===== config.mk =====
export PLATFORM = sky130hd
export DESIGN_NAME = mha_result_collector
export DESIGN_NICKNAME = d
export VERILOG_FILES = /design/src/rtl/mha_result_collector.sv
export SDC_FILE = /design/constraint.sdc
export NUM_CORES = 1
export LEC_CHECK = 0
export ABC_CLOCK_PERIOD_IN_PS = 28900
export BUFFER_PORTS_ARGS = -buffer_cell sky130_fd_sc_hd__buf_4
export CAP_MARGIN = 40
export CORE_UTILIZATION = 57
export DETAILED_ROUTE_END_ITERATION = 8
export PLACE_DENSITY = 0.85
export RECOVER_POWER = 100
export SLEW_MARGIN = 25
export SYNTH_ARGS = -nofsm -noshare
export SYNTH_HDL_FRONTEND = slang
export SYNTH_SLANG_ARGS = --single-unit

===== constraint.sdc =====
create_clock -name clk -period 28.9 [get_ports clk]
set_clock_uncertainty 0.05 [all_clocks]
set_input_delay 2.89 -clock clk [delete_from_list [all_inputs] [get_ports clk]]
set_output_delay 2.89 -clock clk [all_outputs]
set_load 0.03 [all_outputs]

===== src/rtl/mha_result_collector.sv =====
// Two-bank output buffer behind the systolic matmul: captures finished result blocks one
// row per bank and streams full banks out over valid/ready while the other bank fills.
module mha_result_collector #(
    parameter int DATA_WIDTH = 256,
    parameter int COL_Y      = 2,
    parameter int ROW_TOTAL  = 4
) (
    input  logic                  clk,
    input  logic                  rst_n,
    input  logic                  in_valid,
    input  logic [DATA_WIDTH-1:0] in_data,
    output logic                  in_stall,
    output logic                  out_valid,
    input  logic                  out_ready,
    output logic [DATA_WIDTH-1:0] out_data,
    output logic                  out_last,
    output logic                  overflow,
    output logic                  done
);

    localparam int IDX_W = $clog2(COL_Y);
    localparam int CNT_W = $clog2(ROW_TOTAL + 1);

    localparam logic [IDX_W-1:0] LAST_IDX = IDX_W'(COL_Y - 1);
    localparam logic [CNT_W-1:0] LAST_ROW = CNT_W'(ROW_TOTAL - 1);

    logic                  wr_bank_q, wr_bank_d;
    logic [IDX_W-1:0]      wr_idx_q, wr_idx_d;
    logic                  rd_bank_q, rd_bank_d;
    logic [IDX_W-1:0]      rd_idx_q, rd_idx_d;
    logic [1:0]            bank_full_q, bank_full_d;
    logic [CNT_W-1:0]      row_cnt_q, row_cnt_d;
    logic                  overflow_q, overflow_d;
    logic                  done_q, done_d;

    logic [DATA_WIDTH-1:0] mem_q [2][COL_Y];

    logic                  wr_fire;
    logic                  wr_drop;
    logic                  rd_fire;
    logic                  rd_at_last;

    // Outputs depend only on registers, so upstream and consumer see no combinational loop.
    assign in_stall   = bank_full_q[wr_bank_q];
    assign rd_at_last = (rd_idx_q == LAST_IDX);
    assign out_valid  = bank_full_q[rd_bank_q] & ~done_q;
    assign out_last   = out_valid & rd_at_last;
    assign out_data   = out_valid ? mem_q[rd_bank_q][rd_idx_q] : '0;
    assign overflow   = overflow_q;
    assign done       = done_q;

    // A strobe into a full bank is lost even if that bank drains this same cycle (no bypass).
    assign wr_fire = in_valid & ~done_q & ~bank_full_q[wr_bank_q];
    assign wr_drop = in_valid & ~done_q &  bank_full_q[wr_bank_q];
    assign rd_fire = out_valid & out_ready;

    always_comb begin
        // NOTE: every next-state signal gets its hold value first so no path infers a latch.
        wr_bank_d   = wr_bank_q;
        wr_idx_d    = wr_idx_q;
        rd_bank_d   = rd_bank_q;
        rd_idx_d    = rd_idx_q;
        bank_full_d = bank_full_q;
        row_cnt_d   = row_cnt_q;
        overflow_d  = overflow_q | wr_drop;
        done_d      = done_q;

        // The bank being completed is empty and the bank being freed is full, so the two
        // updates below never target the same bit of bank_full.
        if (wr_fire) begin
            if (wr_idx_q == LAST_IDX) begin
                bank_full_d[wr_bank_q] = 1'b1;
                wr_idx_d               = '0;
                wr_bank_d              = ~wr_bank_q;
            end else begin
                wr_idx_d = wr_idx_q + 1'b1;
            end
        end

        if (rd_fire) begin
            if (rd_at_last) begin
                bank_full_d[rd_bank_q] = 1'b0;
                rd_idx_d               = '0;
                rd_bank_d              = ~rd_bank_q;
                row_cnt_d              = row_cnt_q + 1'b1;
                if (row_cnt_q == LAST_ROW) begin
                    done_d = 1'b1;
                end
            end else begin
                rd_idx_d = rd_idx_q + 1'b1;
            end
        end
    end

    // NOTE: sequential state uses non-blocking assignments so every register samples the
    // pre-edge values of its peers, independent of process ordering.
    always_ff @(posedge clk or negedge rst_n) begin
        if (!rst_n) begin
            wr_bank_q   <= 1'b0;
            wr_idx_q    <= '0;
            rd_bank_q   <= 1'b0;
            rd_idx_q    <= '0;
            bank_full_q <= 2'b00;
            row_cnt_q   <= '0;
            overflow_q  <= 1'b0;
            done_q      <= 1'b0;
        end else begin
            wr_bank_q   <= wr_bank_d;
            wr_idx_q    <= wr_idx_d;
            rd_bank_q   <= rd_bank_d;
            rd_idx_q    <= rd_idx_d;
            bank_full_q <= bank_full_d;
            row_cnt_q   <= row_cnt_d;
            overflow_q  <= overflow_d;
            done_q      <= done_d;
        end
    end

    // NOTE: the buffer RAM has no reset; bank_full guards every read, so stale words are
    // never visible and the array can map onto plain storage.
    always_ff @(posedge clk) begin
        if (wr_fire) begin
            mem_q[wr_bank_q][wr_idx_q] <= in_data;
        end
    end

endmodule

==> results.txt, run 1 <==
- Outcome: finished, violations left
- Violated checks: capacitance limit, slew limit
- The worst setup path is captured at a primary output.
- STA classifies the critical path startpoint as a flip-flop.
- CTS built an H-tree with a depth of 3.
* Slew of the pin with the lowest slew margin: around 4.5 ns
- Maximum number of pins on one net before global-route repair: between 100 and 150
* Hold Path Class: reg2reg
- DR DRC count: 0
* # nets final: 2514
- In this run the remaining antenna-violating nets after routing total 0.
- The first global-routing pass estimated about 130000 um of wire.
* Quantity of hold-fixing buffers added after cts: 0
* Cell Count, Final, Fillers Out: about 3200
* Via count of the first global-routing pass: 20617
- The synthesized netlist occupies a cell area of 39300 um2.
- Synthesis produced a netlist with a net count of 1932.
- The netlist uses 32 different library cells.
* All-Layer GR Usage: 25.3%
- Number of endpoints failing setup at the final stage: 0
- Average wire per cell in the routed design: 27.4 um
* Initial antenna violation count: 20
* Placer congestion estimate: roughly 0.82
- Leaving out fill and tap cells, the most frequent cell in the layout is sky130_fd_sc_hd__edfxtp_1.
- The die covers ~70000 um2.
- Final min period: ~12 ns
* Resized cells post-CTS: 0
- Worst hold slack: 0.434 ns
* Mean post-synth cell area: 23.5 um2
- Via-to-Cell Ratio: around 6.0
- Number of post-CTS setup repair buffers: 0
- Pwr Total: between 5 and 6 mW
- In this run the tightest slew margin relative to its limit is -200%.
- In this run the core area contains 95 standard-cell rows.
* Most frequent cells in the layout: sky130_fd_sc_hd__edfxtp_1, sky130_fd_sc_hd__clkbuf_1, sky130_fd_sc_hd__mux4_2
- For this block, the via count after detailed routing is around 19000.
* Root buffer cell: sky130_fd_sc_hd__clkbuf_16
- The longest clock path from root to sink contains 3 buffers.
* Number of DRC violations after detailed-routing iteration 0: between 1500 and 2000
- RSZ-0062 raised after global routing: false
- Clock-pin slew reported for the worst setup and hold paths after clock tree synthesis: approximately 0.060 ns
- Effective utilization at floorplan: around 58%
- Warning count from the yosys run: 0
- Worst IR drop on VDD: roughly 0.087 mV
- After detailed routing, the total wire length is roughly 88000 um.
- CTS saw between 1000 and 1500 sinks.
- The analysis attributes to cell leakage a power of between 10 and 15 nW.
- Die H: around 260 um
- The clock reaches the later pin of the worst-skew pair after 0.64 ns.
- The worst path uses 40.9% of the clock period.
- Required time worst endpoint: roughly 26 ns
- Ratio of cells with drive above 1 in the final layout: between 20% and 30%
* Data arrival time of the critical path: just under 9 ns
- After synthesis the netlist holds a flip-flop and latch count of approximately 1000.
- Along the worst path, the maximum fanout reaches 78.
* Number of I/O pins: around 520
* Setup tns final: 0 ns
* X dimension of the die: 264 um
- Total non-filler cell area in the finished layout: between 40000 and 50000 um2
- For this run, the register share of the synthesized area comes to 79.0%.
- The critical path in this run is classified as reg2out.
- Counting every instance in the synthesized netlist gives ~1700.
- The number of placed instances, taps included, is between 3000 and 4000.
* Cell area after placement: ~44000 um2
- After global routing the overflow that remains totals 0.
- Total power density per cell area: between 100 and 150 nW/um2
* Max Cap Violations: 32
- For this run, the top clock speed supported by timing is between 80 and 90 MHz.
* TritonCTS Buffers: roughly 100
- Core Area: just under 70000 um2
* Count of input and output buffers: 520
* Number of endpoints with negative hold slack in the final report: 0
- Clock tree from TritonCTS: built
- Area growth from synthesis to final layout: 18.0%
- The number of pins exceeding their max-slew limit in the final report came to ~1300.
* Sum of net half-perimeters after detailed placement: around 54000 um
- First-pass iteration count of the detailed router: 5
[power breakdown]
group          internal, mW  total (mW)  switching, mW
logic                 0.765        1.99           1.22
clock network         0.777        1.32          0.547
registers              1.82        1.87         0.0568
total                  3.36        5.19           1.83
[flip-flops by register name (all words and copies together), names as in the netlist]
register     count
mem_q         1024
row_cnt_q        3
bank_full_q      2
done             1
overflow         1
rd_at_last       1
rd_bank_q        1
wr_bank_q        1
wr_idx_q         1
[Yosys cell counts (all sizes together)]
cell	instances	area (um2)
mux4	256	5770
edfxtp	1024	30700
nand3b	1	7.51
nor4	1	6.26
and2	256	1600
a21o	1	7.51
clkbuf	9	36.3
nand2b	3	18.8
nor3	4	31.3
xnor2	3	26.3
nor3b	1	7.51
nor2b	1	6.26
a21oi	1	5.00
mux2i	3	42.5
a31oi	1	6.26
mux2	1	11.3
nand2	2	7.51
a2bb2oi	1	8.76
o21ai	1	5.00
ha	2	25.0
dfrtp	11	275
buf	78	557
nor2	3	13.8
o21bai	1	7.51
xor2	1	8.76
inv	4	15.0
[cell families (layout without fill, tap and decap cells)]
logic type | after synthesis | in the layout | synth area share, %
compound gates | 6 | 6 | 0.102
xor+xnor | 4 | 4 | 0.0893
fa+ha+maj | 2 | 2 | 0.0637
buf+inv | 91 | 756 | 1.55
flops | 1035 | 1035 | 79.0
mux | 260 | 260 | 14.8
other cells | 0 | 23 | 0
simple gates | 272 | 272 | 4.33
[final timing paths]
kind                                    from            end  slack (ns)  cells past startpoint
worst max register to register          done   mem_q[0][20]       19.68                      6
worst min register to register  row_cnt_q[0]   row_cnt_q[0]        0.43                      1
worst max-delay path               rd_bank_q  out_data[139]       17.08                      7
max in group asynchronous              rst_n     rd_at_last       26.13                      1
worst min-delay path            row_cnt_q[0]   row_cnt_q[0]        0.43                      1
min in group asynchronous              rst_n       overflow        2.19                      1
[worst max-delay path: stages, from the launching register on]
cell and delay, ns:
sky130_fd_sc_hd__dfrtp_1 1.54, sky130_fd_sc_hd__mux2i_1 0.41, sky130_fd_sc_hd__nor2_1 0.46, sky130_fd_sc_hd__clkbuf_1 1.96
sky130_fd_sc_hd__clkbuf_1 0.56, sky130_fd_sc_hd__clkbuf_1 2.39, sky130_fd_sc_hd__and2_1 0.35, sky130_fd_sc_hd__clkbuf_1 0.46
[layout make-up]
cell class	count	area, um2
diodes	23	57.6
clock buffers	120	2660
clock inverters	66	722
fillers	4151	21300
inverters	4	15.0
multi-input cells	544	7590
flip-flops and latches	1035	31000
well taps	873	1090
repair buffers	566	3150
[metal layers]
layer / up-vias / global-route usage (%) / share of wire, %
met5: - / 0 / 0.027
met4: 4 / 12.5 / 4.0
met2: 913 / 42.8 / 53
li1: 8068 / - / -
met3: 201 / 5.09 / 6.8
met1: 10139 / 31.5 / 37
[per-stage QoR]
step                      util [%]  worst slack, ns
after detailed placement      65.6            22.70
after floorplan                  -            0.357
final                         68.5            17.08
after CTS                     70.6            22.07
after global routing          68.5            16.45
after global placement        64.9            22.21
Note: power is estimated with default switching activity, not from simulation.
==> run 2: changes to the inputs <==
--- a/config.mk
+++ b/config.mk
@@ -5,7 +5,7 @@
 export SDC_FILE = /design/constraint.sdc
 export NUM_CORES = 1
 export LEC_CHECK = 0
-export ABC_CLOCK_PERIOD_IN_PS = 28900
+export ABC_CLOCK_PERIOD_IN_PS = 11000
 export BUFFER_PORTS_ARGS = -buffer_cell sky130_fd_sc_hd__buf_4
 export CAP_MARGIN = 40
 export CORE_UTILIZATION = 57
==> constraint.sdc (replaced) <==
create_clock -name clk -period 11 [get_ports clk]
set_clock_uncertainty 0.05 [all_clocks]
set_input_delay 1.1 -clock clk [delete_from_list [all_inputs] [get_ports clk]]
set_output_delay 1.1 -clock clk [all_outputs]
set_load 0.03 [all_outputs]
==> results.txt, run 2 (synthesis results as in run 1) <==
- The initial antenna violation count came to 31 (+55%).
- The critical path is of the reg2reg type.
- The detailed-route via count came to 19121 (-1.1%).
- Count of standard-cell rows: 95 (unchanged)
* Clock tree from TritonCTS: built
- X dimension of the die: 264 um (unchanged)
- After layout, the worst path uses around two thirds of the clock period.
- The maximum number of pins on one net before global-route repair is 232 (+110%).
* CTS HTree Levels: 3 (unchanged)
- Number of endpoints with negative hold slack in the final report: 0 (unchanged)
- All-Layer GR Usage: 24.8% (-0.51 points)
- The setup TNS came to 0 ns (unchanged).
- Compared with the post-synthesis result, the final layout area differs by 17.3%.
- Worst IR drop on VDD: 0.355 mV (+310%)
- The final wirelength is 86800 um (-2.0%).
- The initial core utilization was 58.0% (unchanged).
- Achievable clock frequency: between 100 and 150 MHz
- Core Area: 67600 um2 (unchanged)
* Number of endpoints failing setup at the final stage: 0 (unchanged)
- Placer congestion estimate: 0.799 (-3.1%)
* Most frequent cells in the layout: sky130_fd_sc_hd__edfxtp_1, sky130_fd_sc_hd__clkbuf_1, sky130_fd_sc_hd__mux4_2
* Resized cells post-CTS: 0 (unchanged)
- Most frequent standard cell in the layout excluding fill and tap cells: sky130_fd_sc_hd__edfxtp_1
* Average wire per cell in the routed design: 27.0 um (-1.4%)
- The ratio of routed vias to standard cells came to 5.95 (-0.44%).
- TritonCTS Buffers: 98 (-3.0%)
- The placed wire-length estimate after detailed placement was 51300 um (-5.6%).
* Clock-pin slew reported for the worst setup and hold paths after clock tree synthesis: 0.06 ns (about the same)
* CP Launch Type: flip-flop
- The signal arrival time at the worst endpoint was 7.63 ns (-1.25 ns).
* DR DRC count: 0 (unchanged)
- For the finished layout, the period the worst path requires is about 7.5 ns.
* Final ANT Viol Nets: 0 (unchanged)
- Leak: 14.8 nW (-1.1%)
* Count of input and output buffers: 520 (unchanged)
* Placed Cells incl. Taps: 3008 (-0.40%)
- The cts-stage hold buffer count was 0 (unchanged).
- The clock sink count came to 1035 (unchanged).
* Global-route wire length before repair: 128000 um (-1.7%)
- Total power density per cell area: 290 nW/um2 (+160%)
- Cell Count, Final, Fillers Out: 3211 (-0.62%)
* Flip-flop count of the largest register after layout: 1024 (unchanged)
- The clock latency of the later-clocked register in the worst-skew pair was 0.64 ns (about the same).
* Max Cap Violations: 18 (-44%)
- Setup repair after global routing left no endpoint under its margin.
- The number of top-level design ports is 521 (unchanged).
- The number of pins exceeding their max-slew limit in the final report was 689 (-46%).
- The register with the most flip-flops in the final layout is mem_q.
- Worst rel slew slack: -166% (+34 points)
- Root buffer cell: sky130_fd_sc_hd__clkbuf_16
- Ratio of cells with drive above 1 in the final layout: 26.6% (-1.2 points)
- The post-CTS setup-driven buffer insertion count is 0 (unchanged).
- First-pass iteration count of the detailed router: 5 (unchanged)
* Hold Path Class: in2async
- The checks that failed: capacitance limit, slew limit.
- The total grt overflow came to 0 (unchanged).
- Via count of the first global-routing pass: 20544 (-0.35%)
* Required time worst endpoint: 11.11 ns (-14.85 ns)
- STA classifies the critical path endpoint as a flip-flop.
- Floorplan die area: 69900 um2 (unchanged)
- Worst Path Max Fanout: 55 (-29%)
- Slew of the pin with the lowest slew margin: 3.99 ns (-0.509 ns)
* Clock Path Buffers: 3 (unchanged)
- The number of nets in the layout was 2499 (-0.60%).
- Worst hold slack: 0.410 ns (-0.0240 ns)
* Final core area utilization: 68.1% (-0.42 points)
- The run finished, with violations left.
- The violation count after the first detailed-route iteration came to 1865 (+21%).
- The height of the chip was 264 um (unchanged).
- Top Registers: mem_q (1024), row_cnt_q (3), bank_full_q (2)
==> run 2: layout make-up <==
| class | count | area [um2] |
|---|---|---|
| timing repair buffer | 554 | 3100 |
| sequential | 1035 | 31000 |
| tap | 873 | 1090 |
| clock buffer | 116 | 2560 |
| antenna | 23 | 57.6 |
| fill | 4195 | 21600 |
| multi-input combinational | 544 | 7590 |
| clock inverter | 62 | 594 |
| inverter | 4 | 15.0 |
==> run 2: where the power goes <==
| group | switching (mW) | internal [mW] | total [mW] |
|---|---|---|---|
| combinational | 3.16 | 1.97 | 5.13 |
| sequential | 0.181 | 4.76 | 4.94 |
| clock | 1.42 | 1.88 | 3.30 |
| total | 4.76 | 8.61 | 13.4 |
==> run 2: final timing paths <==
path | from | to | slack (ns) | cells past startpoint
hold reg to reg | row_cnt_q[0] | row_cnt_q[0] | 0.44 | 1
max in group asynchronous | rst_n | rd_bank_q | 10.06 | 1
hold / removal | rst_n | bank_full_q[0] | 0.41 | 1
min in group clk | row_cnt_q[0] | row_cnt_q[0] | 0.44 | 1
setup reg to reg | done | mem_q[1][411] | 3.48 | 5
setup / recovery | done | mem_q[1][411] | 3.48 | 5
==> run 2: critical path, cell delays in order, from the launching register on <==
cell	delay [ns]
sky130_fd_sc_hd__dfrtp_1	0.49
sky130_fd_sc_hd__nand2b_1	0.24
sky130_fd_sc_hd__nor3_1	0.24
sky130_fd_sc_hd__clkbuf_1	2.81
sky130_fd_sc_hd__clkbuf_1	0.79
sky130_fd_sc_hd__clkbuf_1	2.28
==> run 2: routing by layer <==
metal  global-route usage [%]  vias up  share of wire [%]
li1                         -     8022                  -
met3                     6.14      225                7.7
met1                     29.7     9915                 35
met4                     11.0       20                4.1
met2                     42.8      939                 53
met5                        0        -               0.16
==> run 2: per-stage QoR <==
step	total power, mW	instance area [um2]	setup slack (ns)
floorplan	8.62	39300	-1.81
global placement	10.2	43900	6.07
detailed placement	10.3	44200	6.69
CTS	13.7	47300	5.96
global route	13.8	46000	2.97
finish	13.4	46000	3.48
